==> config.mk <==
export PLATFORM = sky130hd
export DESIGN_NAME = pc_fetch_flat
export DESIGN_NICKNAME = d
export VERILOG_FILES = /design/src/rtl/pc_fetch_if.sv /design/src/rtl/pc_fetch.sv /design/src/flat_wrapper.sv
export SDC_FILE = /design/constraint.sdc
export NUM_CORES = 1
export LEC_CHECK = 0
export CAP_MARGIN = 20
export CORE_UTILIZATION = 43
export CTS_BUF_LIST = sky130_fd_sc_hd__clkbuf_8
export DETAILED_ROUTE_END_ITERATION = 6
export PLACE_DENSITY = 0.89
export SYNTH_ARGS = -nofsm -noshare
export SYNTH_HDL_FRONTEND = slang
export SYNTH_SLANG_ARGS = --single-unit
==> constraint.sdc <==
create_clock -name cpu_clk -period 2.4 [get_ports cpu_clk]
set_clock_uncertainty 0.2 [all_clocks]
set_input_delay 0.36 -clock cpu_clk [delete_from_list [all_inputs] [get_ports cpu_clk]]
set_output_delay 0.36 -clock cpu_clk [all_outputs]
set_load 0.005 [all_outputs]
==> src/rtl/pc_fetch_if.sv <==
// Instruction-memory request/response bus between the fetch stage and memory.
interface pc_fetch_if;
  logic        inst_req;
  logic [31:0] inst_addr;
  logic        inst_gnt;
  logic        inst_rvalid;
  logic [31:0] inst_rdata;

  // Fetch stage issues requests and consumes read data.
  modport master (
    output inst_req,
    output inst_addr,
    input  inst_gnt,
    input  inst_rvalid,
    input  inst_rdata
  );

  // Memory side accepts requests and returns read data.
  modport slave (
    input  inst_req,
    input  inst_addr,
    output inst_gnt,
    output inst_rvalid,
    output inst_rdata
  );
endinterface

==> src/rtl/pc_fetch.sv <==
// Instruction fetch stage: holds the PC, issues one memory request at a time,
// captures the returned word for decode, and handles redirects.
// A redirect that arrives while a request is in flight marks the response
// for discard ("drop") rather than cancelling the bus transaction.
module pc_fetch (
  input  logic                cpu_clk,
  input  logic                cpu_rstn,
  input  logic [31:0]         npc,
  input  logic                jump_taken,
  input  logic                stall,
  output logic [31:0]         if_pc,
  output logic                if_valid,
  output logic [31:0]         if_inst,
  pc_fetch_if.master          bus
);

  typedef enum logic [1:0] {
    ST_IDLE  = 2'd0,
    ST_WAIT  = 2'd1,
    ST_READY = 2'd2
  } state_e;

  localparam logic [31:0] RESET_PC = 32'h1C00_0000;

  state_e      state_q, state_d;
  logic [31:0] pc_q, pc_d;
  logic        drop_q, drop_d;
  logic        valid_q, valid_d;
  logic [31:0] inst_q, inst_d;

  assign if_pc         = pc_q;
  assign if_valid      = valid_q;
  assign if_inst       = inst_q;
  assign bus.inst_addr = pc_q;
  assign bus.inst_req  = (state_q == ST_IDLE) && cpu_rstn;

  // State and datapath registers; reset abandons any in-flight transaction.
  always_ff @(posedge cpu_clk or negedge cpu_rstn) begin
    if (!cpu_rstn) begin
      state_q <= ST_IDLE;
      pc_q    <= RESET_PC;
      drop_q  <= 1'b0;
      valid_q <= 1'b0;
      inst_q  <= 32'h0000_0000;
    end else begin
      state_q <= state_d;
      pc_q    <= pc_d;
      drop_q  <= drop_d;
      valid_q <= valid_d;
      inst_q  <= inst_d;
    end
  end

  // Next-state and datapath update; a redirect always wins over stall.
  always_comb begin
    state_d = state_q;
    pc_d    = pc_q;
    drop_d  = drop_q;
    valid_d = valid_q;
    inst_d  = inst_q;
    case (state_q)
      ST_IDLE: begin
        if (jump_taken) begin
          pc_d = npc;
        end else begin
          pc_d = pc_q;
        end
        if (bus.inst_gnt) begin
          // Granted: the old PC is in flight; a same-cycle redirect drops it.
          state_d = ST_WAIT;
          drop_d  = jump_taken;
        end else begin
          state_d = ST_IDLE;
        end
      end
      ST_WAIT: begin
        if (jump_taken) begin
          pc_d = npc;
        end else begin
          pc_d = pc_q;
        end
        if (bus.inst_rvalid) begin
          if (drop_q || jump_taken) begin
            drop_d  = 1'b0;
            state_d = ST_IDLE;
          end else begin
            inst_d  = bus.inst_rdata;
            valid_d = 1'b1;
            state_d = ST_READY;
          end
        end else if (jump_taken) begin
          drop_d = 1'b1;
        end else begin
          drop_d = drop_q;
        end
      end
      ST_READY: begin
        if (jump_taken || !stall) begin
          pc_d    = npc;
          valid_d = 1'b0;
          state_d = ST_IDLE;
        end else begin
          state_d = ST_READY;
        end
      end
      default: begin
        state_d = ST_IDLE;
        drop_d  = 1'b0;
        valid_d = 1'b0;
      end
    endcase
  end

endmodule
==> src/flat_wrapper.sv <==
// flat-port wrapper written by rule: the top's interface ports become plain ports
module pc_fetch_flat 
  (cpu_clk, cpu_rstn, npc, jump_taken, stall, if_pc, if_valid, if_inst, bus_inst_req, bus_inst_addr, bus_inst_gnt, bus_inst_rvalid, bus_inst_rdata);
  pc_fetch_if bus_i ();
  input  logic cpu_clk;
  input  logic cpu_rstn;
  input  logic [31:0] npc;
  input  logic jump_taken;
  input  logic stall;
  output logic [31:0] if_pc;
  output logic if_valid;
  output logic [31:0] if_inst;
  output wire logic [$bits(bus_i.inst_req)-1:0] bus_inst_req;
  output wire logic [$bits(bus_i.inst_addr)-1:0] bus_inst_addr;
  input wire logic [$bits(bus_i.inst_gnt)-1:0] bus_inst_gnt;
  input wire logic [$bits(bus_i.inst_rvalid)-1:0] bus_inst_rvalid;
  input wire logic [$bits(bus_i.inst_rdata)-1:0] bus_inst_rdata;
  assign bus_inst_req = bus_i.inst_req;
  assign bus_inst_addr = bus_i.inst_addr;
  assign bus_i.inst_gnt = bus_inst_gnt;
  assign bus_i.inst_rvalid = bus_inst_rvalid;
  assign bus_i.inst_rdata = bus_inst_rdata;
  pc_fetch u_core (.cpu_clk(cpu_clk), .cpu_rstn(cpu_rstn), .npc(npc), .jump_taken(jump_taken), .stall(stall), .if_pc(if_pc), .if_valid(if_valid), .if_inst(if_inst), .bus(bus_i));
endmodule
==> results of run 1 <==
-- flip-flops by register name (all words and copies together), names as in the netlist --
signal                cells
u_core.if_valid           1
u_core.drop_q             1
u_core.if_inst           32
u_core.state_q            2
u_core.bus.inst_addr     32
-- cells by family after synthesis --
kind of cell / after synthesis
AOI/OAI and AO/OA: 7
buffers and inverters: 41
DFF: 68
muxes: 64
and+or+nand+nor: 12
-- power groups by stage --
stage	Sequential [mW]	Combinational, mW	Clock, mW
after floorplan	1.78	0.741	0
after global placement	1.79	1.70	0
after detailed placement	1.79	1.76	0
after CTS	1.79	1.75	0.827
after global routing	1.84	1.83	0.881
final	1.79	1.72	0.802
-- cell usage after synthesis, drive strengths merged --
master	count
and4b	1
dfstp	3
nor3b	2
nand2	3
mux2	64
and2b	1
o21ai	3
dfrtp	65
nand2b	3
a31oi	1
nand3b	1
buf	39
a21o	1
nor2	1
clkbuf	2
o22a	1
a21oi	1
-- worst reg2reg max path: cells and delay by family, from the launching register on --
kind / cells / cell delay [ns]
DFF: 1 / 0.47
buffers and inverters: 1 / 0.25
muxes: 1 / 0.38
and+or+nand+nor: 1 / 0.35
-- path summary, 6_finish.rpt --
check	startpoint	endpoint	slack (ns)	cells past startpoint
setup / recovery	u_core.state_q[1]	bus_inst_req	0.24	2
hold / removal	cpu_rstn	u_core.bus.inst_addr[18]	0.09	2
setup reg to reg	u_core.state_q[1]	u_core.if_inst[29]	0.65	3
hold reg to reg	u_core.if_inst[31]	u_core.if_inst[31]	0.31	1
max in group asynchronous	cpu_rstn	u_core.state_q[0]	1.38	2
min in group cpu_clk	u_core.if_inst[31]	u_core.if_inst[31]	0.31	1
-- per-stage QoR --
step | cells | cell area, um2 | hold WS [ns]
global placement | 418 | 4509 | 0.2956
finish | 434 | 4677 | 0.09456
global route | 434 | 4677 | 0.1510
detailed placement | 418 | 4509 | 0.2944
floorplan | 192 | 3022 | -0.1356
CTS | 434 | 4677 | 0.1176
-- cell type report --
cell class | count | area (um2)
Timing Repair Buffer | 171 | 1722
Multi-Input combinational cell | 83 | 962.2
Clock inverter | 7 | 43.79
Fill cell | 508 | 2117
Tap cell | 96 | 120.1
Sequential cell | 68 | 1705
Clock buffer | 9 | 123.9
-- routing by layer --
metal / up-vias / wire length, um / global-route usage (%)
met1: 973 / 2600 / 21.27
met4: 0 / 54 / 5.000
met2: 100 / 3344 / 31.05
met3: 7 / 498 / 5.486
met5: - / 0 / 0
li1: 903 / - / -
==> impl_results.html, run 1 <==
<table>
<tr><th>Metric</th><th>Value</th></tr>
<tr><th colspan="2">Route</th></tr>
<tr><td>Vias</td><td>a little under 2000</td></tr>
<tr><td>1st-iter DRT viols</td><td>43</td></tr>
<tr><td>First-pass iteration count of the detailed router</td><td>3</td></tr>
<tr><td>Residual DRC count</td><td>0</td></tr>
<tr><td>WL final</td><td>6.497 mm</td></tr>
<tr><td>Post-detailed-route via-to-cell ratio</td><td>~4.6</td></tr>
<tr><td>Remaining antenna violation count after routing</td><td>0</td></tr>
<tr><td>Post-detailed-route wirelength per cell</td><td>14.97 um</td></tr>
<tr><th colspan="2">Synthesis</th></tr>
<tr><td>Mapped Avg Cell Area</td><td>roughly 16 um2</td></tr>
<tr><td>Share of the synthesized area in compound gates (AO/OA/AOI/OAI)</td><td>1.822%</td></tr>
<tr><td>Area share of fa/ha/maj cells after synthesis</td><td>0%</td></tr>
<tr><td>Cell count after synthesis</td><td>about 190</td></tr>
<tr><td>Seq cells post-synth</td><td>68</td></tr>
<tr><td>Netlist area before placement</td><td>0.003022 mm2</td></tr>
<tr><td>Largest cells by area after synthesis</td><td>dfrtp_1, mux2_4, mux2_2</td></tr>
<tr><td>Number of warnings reported in the yosys synthesis log</td><td>0</td></tr>
<tr><td>Fraction of synthesized cell area in xor and xnor cells</td><td>0%</td></tr>
<tr><td>Number of distinct library cells after synthesis</td><td>22</td></tr>
<tr><td>Fraction of the yosys area taken by sequential cells</td><td>between 50% and 60%</td></tr>
<tr><td>Combinational family with the most area after synthesis</td><td>multiplexers</td></tr>
<tr><td>Cell type contributing the most total cell area after synthesis</td><td>dfrtp_1</td></tr>
<tr><td>Share of the synthesized area in the top cell type</td><td>a little over half</td></tr>
<tr><td>Mux contribution to synthesized area</td><td>27.45%</td></tr>
<tr><td>Simple logic cell fraction of the synthesized area</td><td>2.526%</td></tr>
<tr><td>Number of nets in the synthesized netlist</td><td>262</td></tr>
<tr><th colspan="2">Timing</th></tr>
<tr><td>Final setup violation count</td><td>0</td></tr>
<tr><td>Worst setup margin</td><td>about 0.24 ns</td></tr>
<tr><td>FMAX</td><td>463.9 MHz</td></tr>
<tr><td>Slew headroom</td><td>between 40 and 50%</td></tr>
<tr><td>Post-route fraction of the period consumed by the critical path</td><td>89.82%</td></tr>
<tr><td>Worst Tran Pin Value</td><td>0.8313 ns</td></tr>
<tr><td>Minimum clock period</td><td>2.156 ns</td></tr>
<tr><td>Setup repair after global routing missed its margin</td><td>false</td></tr>
<tr><td>Max Transition Viols Final</td><td>0</td></tr>
<tr><td>Final setup TNS</td><td>0 ns</td></tr>
<tr><td>Final hold violations</td><td>0</td></tr>
<tr><th colspan="2">Critical path</th></tr>
<tr><td>CP top delay family</td><td>buffers and inverters</td></tr>
<tr><td>Crit. End Element</td><td>output pin</td></tr>
<tr><td>Maximum fanout along the worst path</td><td>9</td></tr>
<tr><td>Data arrival, critical path</td><td>1.60 ns</td></tr>
<tr><td>Series of cell instances along the critical path</td><td>nor3b_1, clkdlybuf4s50_1</td></tr>
<tr><td>Worst Setup Path Type</td><td>flip-flop to output pin</td></tr>
<tr><td>Cell type of the slowest stage on the worst timing path</td><td>clkdlybuf4s50_1</td></tr>
<tr><td>Worst path required time</td><td>1.84 ns</td></tr>
<tr><td>Element type at the critical path start</td><td>flip-flop</td></tr>
<tr><td>Max incr delay on CP</td><td>0.56 ns</td></tr>
<tr><td>Sum of buffers and inverters on the critical path</td><td>1</td></tr>
<tr><th colspan="2">Clock tree</th></tr>
<tr><td>Max clock buf depth</td><td>2</td></tr>
<tr><td>Clock transition time at the flip-flop clock pins of the worst setup and hold paths</td><td>0.08 ns</td></tr>
<tr><td>H-tree depth reported by CTS</td><td>3</td></tr>
<tr><td>Clock insertion delay at the later pin of the skew report</td><td>0.33 ns</td></tr>
<tr><td>Post_cts resized</td><td>0</td></tr>
<tr><td>Clock tree from TritonCTS</td><td>yes</td></tr>
<tr><td>Number of sinks on the clock net</td><td>68</td></tr>
<tr><td>Buffers inserted by post-CTS timing repair</td><td>0</td></tr>
<tr><td>Number of buffers created by CTS</td><td>9</td></tr>
<tr><td>Root buffer cell</td><td>clkbuf_8</td></tr>
<tr><td>Hold buffer count at cts</td><td>0</td></tr>
<tr><th colspan="2">Final layout</th></tr>
<tr><td>Most common library cell in the layout ignoring fill and taps</td><td>clkdlybuf4s50_1</td></tr>
<tr><td>Antenna cells</td><td>0</td></tr>
<tr><td>Share of the core filled with cells in the final layout</td><td>68.84%</td></tr>
<tr><td>Area overhead of the layout relative to synthesis</td><td>54.78%</td></tr>
<tr><td>Final-stage net count</td><td>403</td></tr>
<tr><td>Fraction of layout cells with a size suffix above 1</td><td>26.92%</td></tr>
<tr><td>Top library cells by usage in the layout, fill and taps aside</td><td>clkdlybuf4s50_1, dfrtp_1, mux2_2</td></tr>
<tr><th colspan="2">Placed design</th></tr>
<tr><td>Count of buffers inserted at the top-level ports</td><td>167</td></tr>
<tr><td>Post-DP HPWL</td><td>4.805 mm</td></tr>
<tr><td>Setup Slack @ Placement</td><td>0.2121 ns</td></tr>
<tr><td>Final weighted congestion of routability-driven global placement</td><td>about 0.73</td></tr>
<tr><th colspan="2">Pwr</th></tr>
<tr><td>Total design power</td><td>about 4.3 mW</td></tr>
<tr><td>Fraction of power consumed by the clock network</td><td>18.6%</td></tr>
<tr><td>Power density of the placed cells</td><td>923.2 mW/mm2</td></tr>
<tr><td>Sequential power share</td><td>41.5%</td></tr>
<tr><td>Peak supply drop</td><td>526.8 uV</td></tr>
<tr><td>Net Sw Frac</td><td>25.99%</td></tr>
<tr><td>Internal portion of total power</td><td>3.196 mW</td></tr>
<tr><td>Part of the power in combinational logic</td><td>39.9%</td></tr>
<tr><td>Static power due to leakage</td><td>1.955 nW</td></tr>
<tr><td>Switching Power</td><td>approximately 1.1 mW</td></tr>
<tr><th colspan="2">Floorplanning</th></tr>
<tr><td>Effective utilization at floorplan</td><td>44.48%</td></tr>
<tr><td>Width of the die</td><td>about 86 um</td></tr>
<tr><td>Full die area</td><td>0.007366 mm2</td></tr>
<tr><td>Top-Level Pins</td><td>168</td></tr>
<tr><td>CORE AREA</td><td>0.006794 mm2</td></tr>
<tr><td>Std-Cell Rows</td><td>30</td></tr>
<tr><td>Vert. Die Dim</td><td>85.83 um</td></tr>
<tr><th colspan="2">GRT</th></tr>
<tr><td>Via count of the first global-routing pass</td><td>a little over 2000</td></tr>
<tr><td>Wire length of the first global-routing pass</td><td>9.991 mm</td></tr>
<tr><td>All-Layer GR Usage</td><td>17.78%</td></tr>
<tr><td>Total grt overflow</td><td>0</td></tr>
<tr><td>Maximum number of pins on one net before global-route repair</td><td>69</td></tr>
<tr><td>Initial antenna violation count</td><td>0</td></tr>
<tr><th colspan="2">Run</th></tr>
<tr><td>Max Cap Viol</td><td>0</td></tr>
<tr><th colspan="2">Status</th></tr>
<tr><td>Result of the run</td><td>finished, final reports clean</td></tr>
<tr><th colspan="2">Hold path</th></tr>
<tr><td>Worst hold-check path type</td><td>input pin to asynchronous set/reset pin</td></tr>
</table>
Power figures use the tool's default switching activity.
==> inputs of run 2 (changes only) <==
--- a/config.mk
+++ b/config.mk
@@ -6,10 +6,11 @@
 export NUM_CORES = 1
 export LEC_CHECK = 0
 export CAP_MARGIN = 20
-export CORE_UTILIZATION = 43
-export CTS_BUF_LIST = sky130_fd_sc_hd__clkbuf_8
+export CORE_ASPECT_RATIO = 2
+export CORE_UTILIZATION = 42
 export DETAILED_ROUTE_END_ITERATION = 6
-export PLACE_DENSITY = 0.89
+export PLACE_DENSITY = 0.87
+export SLEW_MARGIN = 20
 export SYNTH_ARGS = -nofsm -noshare
 export SYNTH_HDL_FRONTEND = slang
 export SYNTH_SLANG_ARGS = --single-unit
==> run 2 against run 1 <==
Net effect: via count grew 2.9%; worst setup slack lost 0.0078 ns; sequential power is essentially flat; cell area grew 3.3%; final cell count shrank 1.2%; maximum frequency shrank 0.36%; critical path type unchanged; sequential share of layout area shrank 1.2 points; non-clock buffer count is the same; first-iteration DRC count grew 120%; power grew 14%; largest power group unchanged; critical endpoint unchanged; largest cell class unchanged; register-to-register slack is essentially flat.
==> impl_results.html, run 2 (synthesis gave the netlist of run 1 again) <==
<table>
<tr><th>Metric</th><th>Value</th></tr>
<tr><th colspan="2">Status</th></tr>
<tr><td>Result of the run</td><td>finished, final reports clean (unchanged)</td></tr>
<tr><th colspan="2">Hold path</th></tr>
<tr><td>Worst hold-check path type</td><td>input pin to asynchronous set/reset pin (unchanged)</td></tr>
<tr><th colspan="2">Placed design</th></tr>
<tr><td>Post-DP HPWL</td><td>5.176 mm (was 4.805 mm)</td></tr>
<tr><td>Final weighted congestion of routability-driven global placement</td><td>0.7965 (was 0.7254)</td></tr>
<tr><td>Count of buffers inserted at the top-level ports</td><td>167 (unchanged)</td></tr>
<tr><td>Post-place instance area</td><td>0.004502 mm2 (was 0.004509 mm2)</td></tr>
<tr><td>Setup Slack @ Placement</td><td>0.2228 ns (was 0.2121 ns)</td></tr>
<tr><td>Count of placed standard cells including taps</td><td>412 (was 418)</td></tr>
<tr><th colspan="2">Floorplanning</th></tr>
<tr><td>Width of the die</td><td>61.98 um (was 85.83 um)</td></tr>
<tr><td>CORE AREA</td><td>0.006940 mm2 (was 0.006794 mm2)</td></tr>
<tr><td>Top-Level Pins</td><td>168 (unchanged)</td></tr>
<tr><td>Std-Cell Rows</td><td>43 (was 30)</td></tr>
<tr><td>Effective utilization at floorplan</td><td>43.54% (was 44.48%)</td></tr>
<tr><td>Vert. Die Dim</td><td>122.0 um (was 85.83 um)</td></tr>
<tr><td>Full die area</td><td>0.007558 mm2 (was 0.007366 mm2)</td></tr>
<tr><th colspan="2">Route</th></tr>
<tr><td>1st-iter DRT viols</td><td>96 (was 43)</td></tr>
<tr><td>Residual DRC count</td><td>0 (unchanged)</td></tr>
<tr><td>Remaining antenna violation count after routing</td><td>0 (unchanged)</td></tr>
<tr><td>Vias</td><td>2041 (was 1983)</td></tr>
<tr><td>WL final</td><td>6.944 mm (was 6.497 mm)</td></tr>
<tr><td>First-pass iteration count of the detailed router</td><td>4 (was 3)</td></tr>
<tr><td>Post-detailed-route via-to-cell ratio</td><td>4.758 (was 4.569)</td></tr>
<tr><td>Post-detailed-route wirelength per cell</td><td>16.19 um (was 14.97 um)</td></tr>
<tr><th colspan="2">Critical path</th></tr>
<tr><td>Worst path required time</td><td>1.84 ns (about the same)</td></tr>
<tr><td>Data arrival, critical path</td><td>1.60 ns (about the same)</td></tr>
<tr><td>Worst Setup Path Type</td><td>flip-flop to output pin (unchanged)</td></tr>
<tr><td>Crit. End Element</td><td>output pin (unchanged)</td></tr>
<tr><td>Maximum fanout along the worst path</td><td>9 (unchanged)</td></tr>
<tr><td>Element type at the critical path start</td><td>flip-flop (unchanged)</td></tr>
<tr><th colspan="2">Timing</th></tr>
<tr><td>Setup repair after global routing missed its margin</td><td>false (unchanged)</td></tr>
<tr><td>Final hold violations</td><td>0 (unchanged)</td></tr>
<tr><td>Worst setup margin</td><td>0.2366 ns (was 0.2443 ns)</td></tr>
<tr><td>Hold slack final</td><td>0.05435 ns (was 0.09456 ns)</td></tr>
<tr><td>Final setup TNS</td><td>0 ns (unchanged)</td></tr>
<tr><td>Post-route fraction of the period consumed by the critical path</td><td>90.14% (was 89.82%)</td></tr>
<tr><td>Minimum clock period</td><td>2.163 ns (was 2.156 ns)</td></tr>
<tr><td>FMAX</td><td>462.2 MHz (was 463.9 MHz)</td></tr>
<tr><td>Final setup violation count</td><td>0 (unchanged)</td></tr>
<tr><td>Max Transition Viols Final</td><td>0 (unchanged)</td></tr>
<tr><td>Worst Tran Pin Value</td><td>0.8383 ns (was 0.8313 ns)</td></tr>
<tr><td>Slew headroom</td><td>44.11% (was 44.58%)</td></tr>
<tr><th colspan="2">Clock tree</th></tr>
<tr><td>Number of buffers created by CTS</td><td>9 (unchanged)</td></tr>
<tr><td>Number of sinks on the clock net</td><td>68 (unchanged)</td></tr>
<tr><td>Buffers inserted by post-CTS timing repair</td><td>0 (unchanged)</td></tr>
<tr><td>Max clock buf depth</td><td>2 (unchanged)</td></tr>
<tr><td>Root buffer cell</td><td>clkbuf_16 (was clkbuf_8)</td></tr>
<tr><td>Hold buffer count at cts</td><td>0 (unchanged)</td></tr>
<tr><td>Post_cts resized</td><td>0 (unchanged)</td></tr>
<tr><td>Clock tree from TritonCTS</td><td>yes (unchanged)</td></tr>
<tr><td>H-tree depth reported by CTS</td><td>3 (unchanged)</td></tr>
<tr><td>Clock transition time at the flip-flop clock pins of the worst setup and hold paths</td><td>0.06 ns (was 0.08 ns)</td></tr>
<tr><td>Clock insertion delay at the later pin of the skew report</td><td>0.32 ns (was 0.33 ns)</td></tr>
<tr><th colspan="2">Final layout</th></tr>
<tr><td>Top library cells by usage in the layout, fill and taps aside</td><td>clkdlybuf4s50_1, dfrtp_1, mux2_2 (unchanged)</td></tr>
<tr><td>Fraction of layout cells with a size suffix above 1</td><td>26.92% (unchanged)</td></tr>
<tr><td>Area overhead of the layout relative to synthesis</td><td>59.83% (was 54.78%)</td></tr>
<tr><td>Summed area of non-filler cells in the final layout</td><td>0.004830 mm2 (was 0.004677 mm2)</td></tr>
<tr><td>Most common library cell in the layout ignoring fill and taps</td><td>clkdlybuf4s50_1 (unchanged)</td></tr>
<tr><td>Cell Count, Final, Fillers Out</td><td>429 (was 434)</td></tr>
<tr><td>Final-stage net count</td><td>403 (unchanged)</td></tr>
<tr><th colspan="2">GRT</th></tr>
<tr><td>Wire length of the first global-routing pass</td><td>10.16 mm (was 9.991 mm)</td></tr>
<tr><td>Via count of the first global-routing pass</td><td>2107 (was 2026)</td></tr>
<tr><td>Maximum number of pins on one net before global-route repair</td><td>69 (unchanged)</td></tr>
<tr><td>Total grt overflow</td><td>0 (unchanged)</td></tr>
<tr><td>Initial antenna violation count</td><td>1 (was 0)</td></tr>
<tr><td>All-Layer GR Usage</td><td>19.23% (was 17.78%)</td></tr>
<tr><th colspan="2">Pwr</th></tr>
<tr><td>Peak supply drop</td><td>724.0 uV (was 526.8 uV)</td></tr>
<tr><td>Static power due to leakage</td><td>2.030 nW (was 1.955 nW)</td></tr>
<tr><td>Power density of the placed cells</td><td>1024 mW/mm2 (was 923.2 mW/mm2)</td></tr>
<tr><th colspan="2">Run</th></tr>
<tr><td>Max Cap Viol</td><td>0 (unchanged)</td></tr>
</table>
-- run 2: changes by cell type in the layout (fill, tap and decap cells not counted), sizes merged --
cell / before / now
bufinv: 0 / 2
diode: 0 / 1
clkinvlp: 2 / 0
inv: 0 / 1
clkinv: 5 / 4
-- run 2: worst max-delay path: stages, from the launching register on --
cell and delay [ns]:
dfrtp_1 0.46, nor3b_1 0.27, clkdlybuf4s50_1 0.54
-- run 2: report_power, final --
group	switching [mW]	internal, mW	total (mW)	leakage [nW]
Clock	0.498	0.915	1.41	0.160
Sequential	0.263	1.53	1.79	0.802
Combinational	0.437	1.30	1.73	1.07
-- run 2: layout make-up --
class | count | area, um2
Sequential cell | 68 | 1705
Fill cell | 473 | 2111
Tap cell | 90 | 112.6
Antenna cell | 1 | 2.502
Clock inverter | 7 | 100.1
Timing Repair Buffer | 171 | 1722
Clock buffer | 9 | 225.2
Multi-Input combinational cell | 83 | 962.2
-- run 2: metal layers --
layer / vias up / global-route usage, % / wire length, um
met5: - / 0 / 0
li1: 913 / - / -
met1: 996 / 18.26 / 2329
met2: 116 / 33.91 / 3924
met3: 16 / 6.900 / 481
met4: 0 / 10.00 / 209
-- run 2: worst paths after layout --
kind,startpoint,end,slack (ns),cells past startpoint
max,u_core.state_q[1],bus_inst_req,0.24,2
min,cpu_rstn,u_core.bus.inst_addr[10],0.05,2
max reg2reg,u_core.state_q[1],u_core.bus.inst_addr[1],0.64,4
min reg2reg,u_core.if_inst[15],u_core.if_inst[15],0.31,1
max in group asynchronous,cpu_rstn,u_core.bus.inst_addr[23],1.42,2
min in group cpu_clk,u_core.if_inst[15],u_core.if_inst[15],0.31,1
-- run 2: metrics by stage --
stage	utilization, %	total power, mW
after floorplan	-	2.523
after global placement	64.86	3.507
after detailed placement	64.86	3.559
after CTS	69.55	5.010
after global routing	69.59	5.204
final	69.59	4.943
==> inputs of run 3 (changes only) <==
--- a/config.mk
+++ b/config.mk
@@ -6,7 +6,7 @@
 export NUM_CORES = 1
 export LEC_CHECK = 0
 export CAP_MARGIN = 20
-export CORE_ASPECT_RATIO = 2
+export CORE_ASPECT_RATIO = 1.4
 export CORE_UTILIZATION = 42
 export DETAILED_ROUTE_END_ITERATION = 6
 export PLACE_DENSITY = 0.87
==> run 3 against run 2 <==
Net effect: final cell count up 0.93%; highest routed layer unchanged; critical path type unchanged; global-route usage down 1.8 points; sequential power barely moved; combinational power about the same; die area decreased by 0.20%; sequential share of layout area rose by 0.90 points; clock-buffer cell count is 1 higher; routed wire length decreased by 7.4%; utilization decreased by 2.1 points; clock power decreased by 35%.
==> impl_results.html, run 3 (synthesis gave the netlist of run 1 again) <==
<table>
<tr><th>Metric</th><th>Value</th></tr>
<tr><th colspan="2">Clock tree</th></tr>
<tr><td>H-tree depth reported by CTS</td><td>3 (unchanged)</td></tr>
<tr><td>Clock tree from TritonCTS</td><td>yes (unchanged)</td></tr>
<tr><td>Number of sinks on the clock net</td><td>68 (unchanged)</td></tr>
<tr><td>Buffers inserted by post-CTS timing repair</td><td>0 (unchanged)</td></tr>
<tr><td>Root buffer cell</td><td>clkbuf_8 (was clkbuf_16)</td></tr>
<tr><td>Clock insertion delay at the later pin of the skew report</td><td>0.32 ns (about the same)</td></tr>
<tr><td>Post_cts resized</td><td>0 (unchanged)</td></tr>
<tr><td>Hold buffer count at cts</td><td>0 (unchanged)</td></tr>
<tr><td>Number of buffers created by CTS</td><td>9 (unchanged)</td></tr>
<tr><td>Max clock buf depth</td><td>2 (unchanged)</td></tr>
<tr><td>Clock transition time at the flip-flop clock pins of the worst setup and hold paths</td><td>0.08 ns (was 0.06 ns)</td></tr>
<tr><th colspan="2">Timing</th></tr>
<tr><td>FMAX</td><td>460.6 MHz (was 462.2 MHz)</td></tr>
<tr><td>Minimum clock period</td><td>2.171 ns (was 2.163 ns)</td></tr>
<tr><td>Max Transition Viols Final</td><td>0 (unchanged)</td></tr>
<tr><td>Final hold violations</td><td>0 (unchanged)</td></tr>
<tr><td>Post-route fraction of the period consumed by the critical path</td><td>90.46% (was 90.14%)</td></tr>
<tr><td>Setup repair after global routing missed its margin</td><td>false (unchanged)</td></tr>
<tr><td>Worst Tran Pin Value</td><td>0.8354 ns (was 0.8383 ns)</td></tr>
<tr><td>Final setup TNS</td><td>0 ns (unchanged)</td></tr>
<tr><td>Slew headroom</td><td>44.31% (was 44.11%)</td></tr>
<tr><td>Final setup violation count</td><td>0 (unchanged)</td></tr>
<tr><td>Worst setup margin</td><td>0.2290 ns (was 0.2366 ns)</td></tr>
<tr><th colspan="2">Final layout</th></tr>
<tr><td># fillers</td><td>511 (was 473)</td></tr>
<tr><td>Most common library cell in the layout ignoring fill and taps</td><td>clkdlybuf4s50_1 (unchanged)</td></tr>
<tr><td>Fraction of layout cells with a size suffix above 1</td><td>26.92% (unchanged)</td></tr>
<tr><td>Top library cells by usage in the layout, fill and taps aside</td><td>clkdlybuf4s50_1, dfrtp_1, mux2_2 (unchanged)</td></tr>
<tr><td>Area taken by flip-flops and latches</td><td>0.001705 mm2 (unchanged)</td></tr>
<tr><td>Final-stage net count</td><td>403 (unchanged)</td></tr>
<tr><td>Antenna cells</td><td>0 (was 1)</td></tr>
<tr><td>Multi-input logic area</td><td>962.2 um2 (unchanged)</td></tr>
<tr><td>Area overhead of the layout relative to synthesis</td><td>55.86% (was 59.83%)</td></tr>
<tr><th colspan="2">Floorplanning</th></tr>
<tr><td>CORE AREA</td><td>0.006982 mm2 (was 0.006940 mm2)</td></tr>
<tr><td>Effective utilization at floorplan</td><td>43.28% (was 43.54%)</td></tr>
<tr><td>Top-Level Pins</td><td>168 (unchanged)</td></tr>
<tr><td>Std-Cell Rows</td><td>36 (was 43)</td></tr>
<tr><td>Full die area</td><td>0.007542 mm2 (was 0.007558 mm2)</td></tr>
<tr><td>Width of the die</td><td>73.69 um (was 61.98 um)</td></tr>
<tr><td>Vert. Die Dim</td><td>102.4 um (was 122.0 um)</td></tr>
<tr><th colspan="2">Placed design</th></tr>
<tr><td>Setup Slack @ Placement</td><td>0.2201 ns (was 0.2228 ns)</td></tr>
<tr><td>Count of buffers inserted at the top-level ports</td><td>167 (unchanged)</td></tr>
<tr><td>Post-DP HPWL</td><td>4.902 mm (was 5.176 mm)</td></tr>
<tr><td>Final weighted congestion of routability-driven global placement</td><td>0.7497 (was 0.7965)</td></tr>
<tr><th colspan="2">Critical path</th></tr>
<tr><td>Worst Setup Path Type</td><td>flip-flop to output pin (unchanged)</td></tr>
<tr><td>Sum of buffers and inverters on the critical path</td><td>1 (unchanged)</td></tr>
<tr><td>Element type at the critical path start</td><td>flip-flop (unchanged)</td></tr>
<tr><td>Cell type of the slowest stage on the worst timing path</td><td>clkdlybuf4s50_1 (unchanged)</td></tr>
<tr><td>Crit. End Element</td><td>output pin (unchanged)</td></tr>
<tr><td>Worst path required time</td><td>1.84 ns (about the same)</td></tr>
<tr><td>Maximum fanout along the worst path</td><td>9 (unchanged)</td></tr>
<tr><td>Data arrival, critical path</td><td>1.61 ns (was 1.60 ns)</td></tr>
<tr><td>CP top delay family</td><td>buffers and inverters (unchanged)</td></tr>
<tr><td>Series of cell instances along the critical path</td><td>nor3b_1, clkdlybuf4s50_1 (unchanged)</td></tr>
<tr><td>Max incr delay on CP</td><td>0.56 ns (was 0.54 ns)</td></tr>
<tr><th colspan="2">Pwr</th></tr>
<tr><td>Fraction of power consumed by the clock network</td><td>20.8% (was 28.6%)</td></tr>
<tr><td>Power density of the placed cells</td><td>941.4 mW/mm2 (was 1024 mW/mm2)</td></tr>
<tr><td>Net Sw Frac</td><td>24.81% (was 24.23%)</td></tr>
<tr><td>Internal portion of total power</td><td>3.333 mW (was 3.746 mW)</td></tr>
<tr><td>Part of the power in combinational logic</td><td>38.9% (was 35.1%)</td></tr>
<tr><td>Peak supply drop</td><td>570.2 uV (was 724.0 uV)</td></tr>
<tr><td>Switching Power</td><td>1.100 mW (was 1.198 mW)</td></tr>
<tr><td>Sequential power share</td><td>40.3% (was 36.3%)</td></tr>
<tr><td>Static power due to leakage</td><td>1.968 nW (was 2.030 nW)</td></tr>
<tr><th colspan="2">GRT</th></tr>
<tr><td>All-Layer GR Usage</td><td>17.48% (was 19.23%)</td></tr>
<tr><td>Maximum number of pins on one net before global-route repair</td><td>69 (unchanged)</td></tr>
<tr><td>Total grt overflow</td><td>0 (unchanged)</td></tr>
<tr><td>Wire length of the first global-routing pass</td><td>9.846 mm (was 10.16 mm)</td></tr>
<tr><td>Via count of the first global-routing pass</td><td>2098 (was 2107)</td></tr>
<tr><td>Initial antenna violation count</td><td>0 (was 1)</td></tr>
<tr><th colspan="2">Route</th></tr>
<tr><td>Post-detailed-route via-to-cell ratio</td><td>4.584 (was 4.758)</td></tr>
<tr><td>WL final</td><td>6.431 mm (was 6.944 mm)</td></tr>
<tr><td>First-pass iteration count of the detailed router</td><td>4 (unchanged)</td></tr>
<tr><td>Vias</td><td>1985 (was 2041)</td></tr>
<tr><td>Post-detailed-route wirelength per cell</td><td>14.85 um (was 16.19 um)</td></tr>
<tr><td>1st-iter DRT viols</td><td>53 (was 96)</td></tr>
<tr><td>Remaining antenna violation count after routing</td><td>0 (unchanged)</td></tr>
<tr><td>Residual DRC count</td><td>0 (unchanged)</td></tr>
<tr><th colspan="2">Run</th></tr>
<tr><td>Max Cap Viol</td><td>0 (unchanged)</td></tr>
<tr><th colspan="2">Status</th></tr>
<tr><td>Result of the run</td><td>finished, final reports clean (unchanged)</td></tr>
<tr><th colspan="2">Hold path</th></tr>
<tr><td>Worst hold-check path type</td><td>input pin to asynchronous set/reset pin (unchanged)</td></tr>
</table>
==> run 3: routing by layer <==
metal | GRT usage, % | up-vias | wire length [um]
met5 | 0 | - | 0
met4 | 6.953 | 0 | 67
met3 | 3.846 | 6 | 416
met2 | 31.55 | 94 | 3527
met1 | 19.74 | 980 | 2419
li1 | - | 905 | -
==> run 3: worst paths after layout <==
path | cells past startpoint | slack, ns | start | endpoint
worst max-delay path | 2 | 0.23 | u_core.state_q[1] | bus_inst_req
worst max register to register | 3 | 0.66 | u_core.state_q[1] | u_core.if_inst[29]
max in group asynchronous | 2 | 1.39 | cpu_rstn | u_core.if_inst[30]
worst min-delay path | 2 | 0.08 | cpu_rstn | u_core.bus.inst_addr[1]
min in group cpu_clk | 1 | 0.31 | u_core.if_inst[28] | u_core.if_inst[28]
worst min register to register | 1 | 0.31 | u_core.if_inst[28] | u_core.if_inst[28]
==> run 3: layout make-up <==
type,instances,area share (%)
multi-input cells,83,20.43
flip-flops and latches,68,36.21
clock buffers,10,2.922
repair buffers,171,36.56
well taps,95,2.524
clock inverters,6,1.355
==> run 3: power by group through the flow <==
stage,Combinational [mW],Clock [mW],Sequential [mW]
floorplan,0.741,0,1.78
global placement,1.70,0,1.79
detailed placement,1.76,0,1.79
CTS,1.75,0.952,1.79
global route,1.84,1.02,1.83
finish,1.72,0.922,1.79
==> run 3: through the flow <==
stage | utilization (%) | instances | power (mW) | instance area, um2 | hold slack [ns]
4_1_cts | 67.46 | 433 | 4.495 | 4710 | 0.1110
3_3_place_gp | 64.57 | 417 | 3.492 | 4508 | 0.2922
6_report | 67.46 | 433 | 4.433 | 4710 | 0.08241
3_5_place_dp | 64.57 | 417 | 3.546 | 4508 | 0.2926
5_1_grt | 67.46 | 433 | 4.696 | 4710 | 0.1498
2_1_floorplan | - | 192 | 2.523 | 3022 | -0.1356
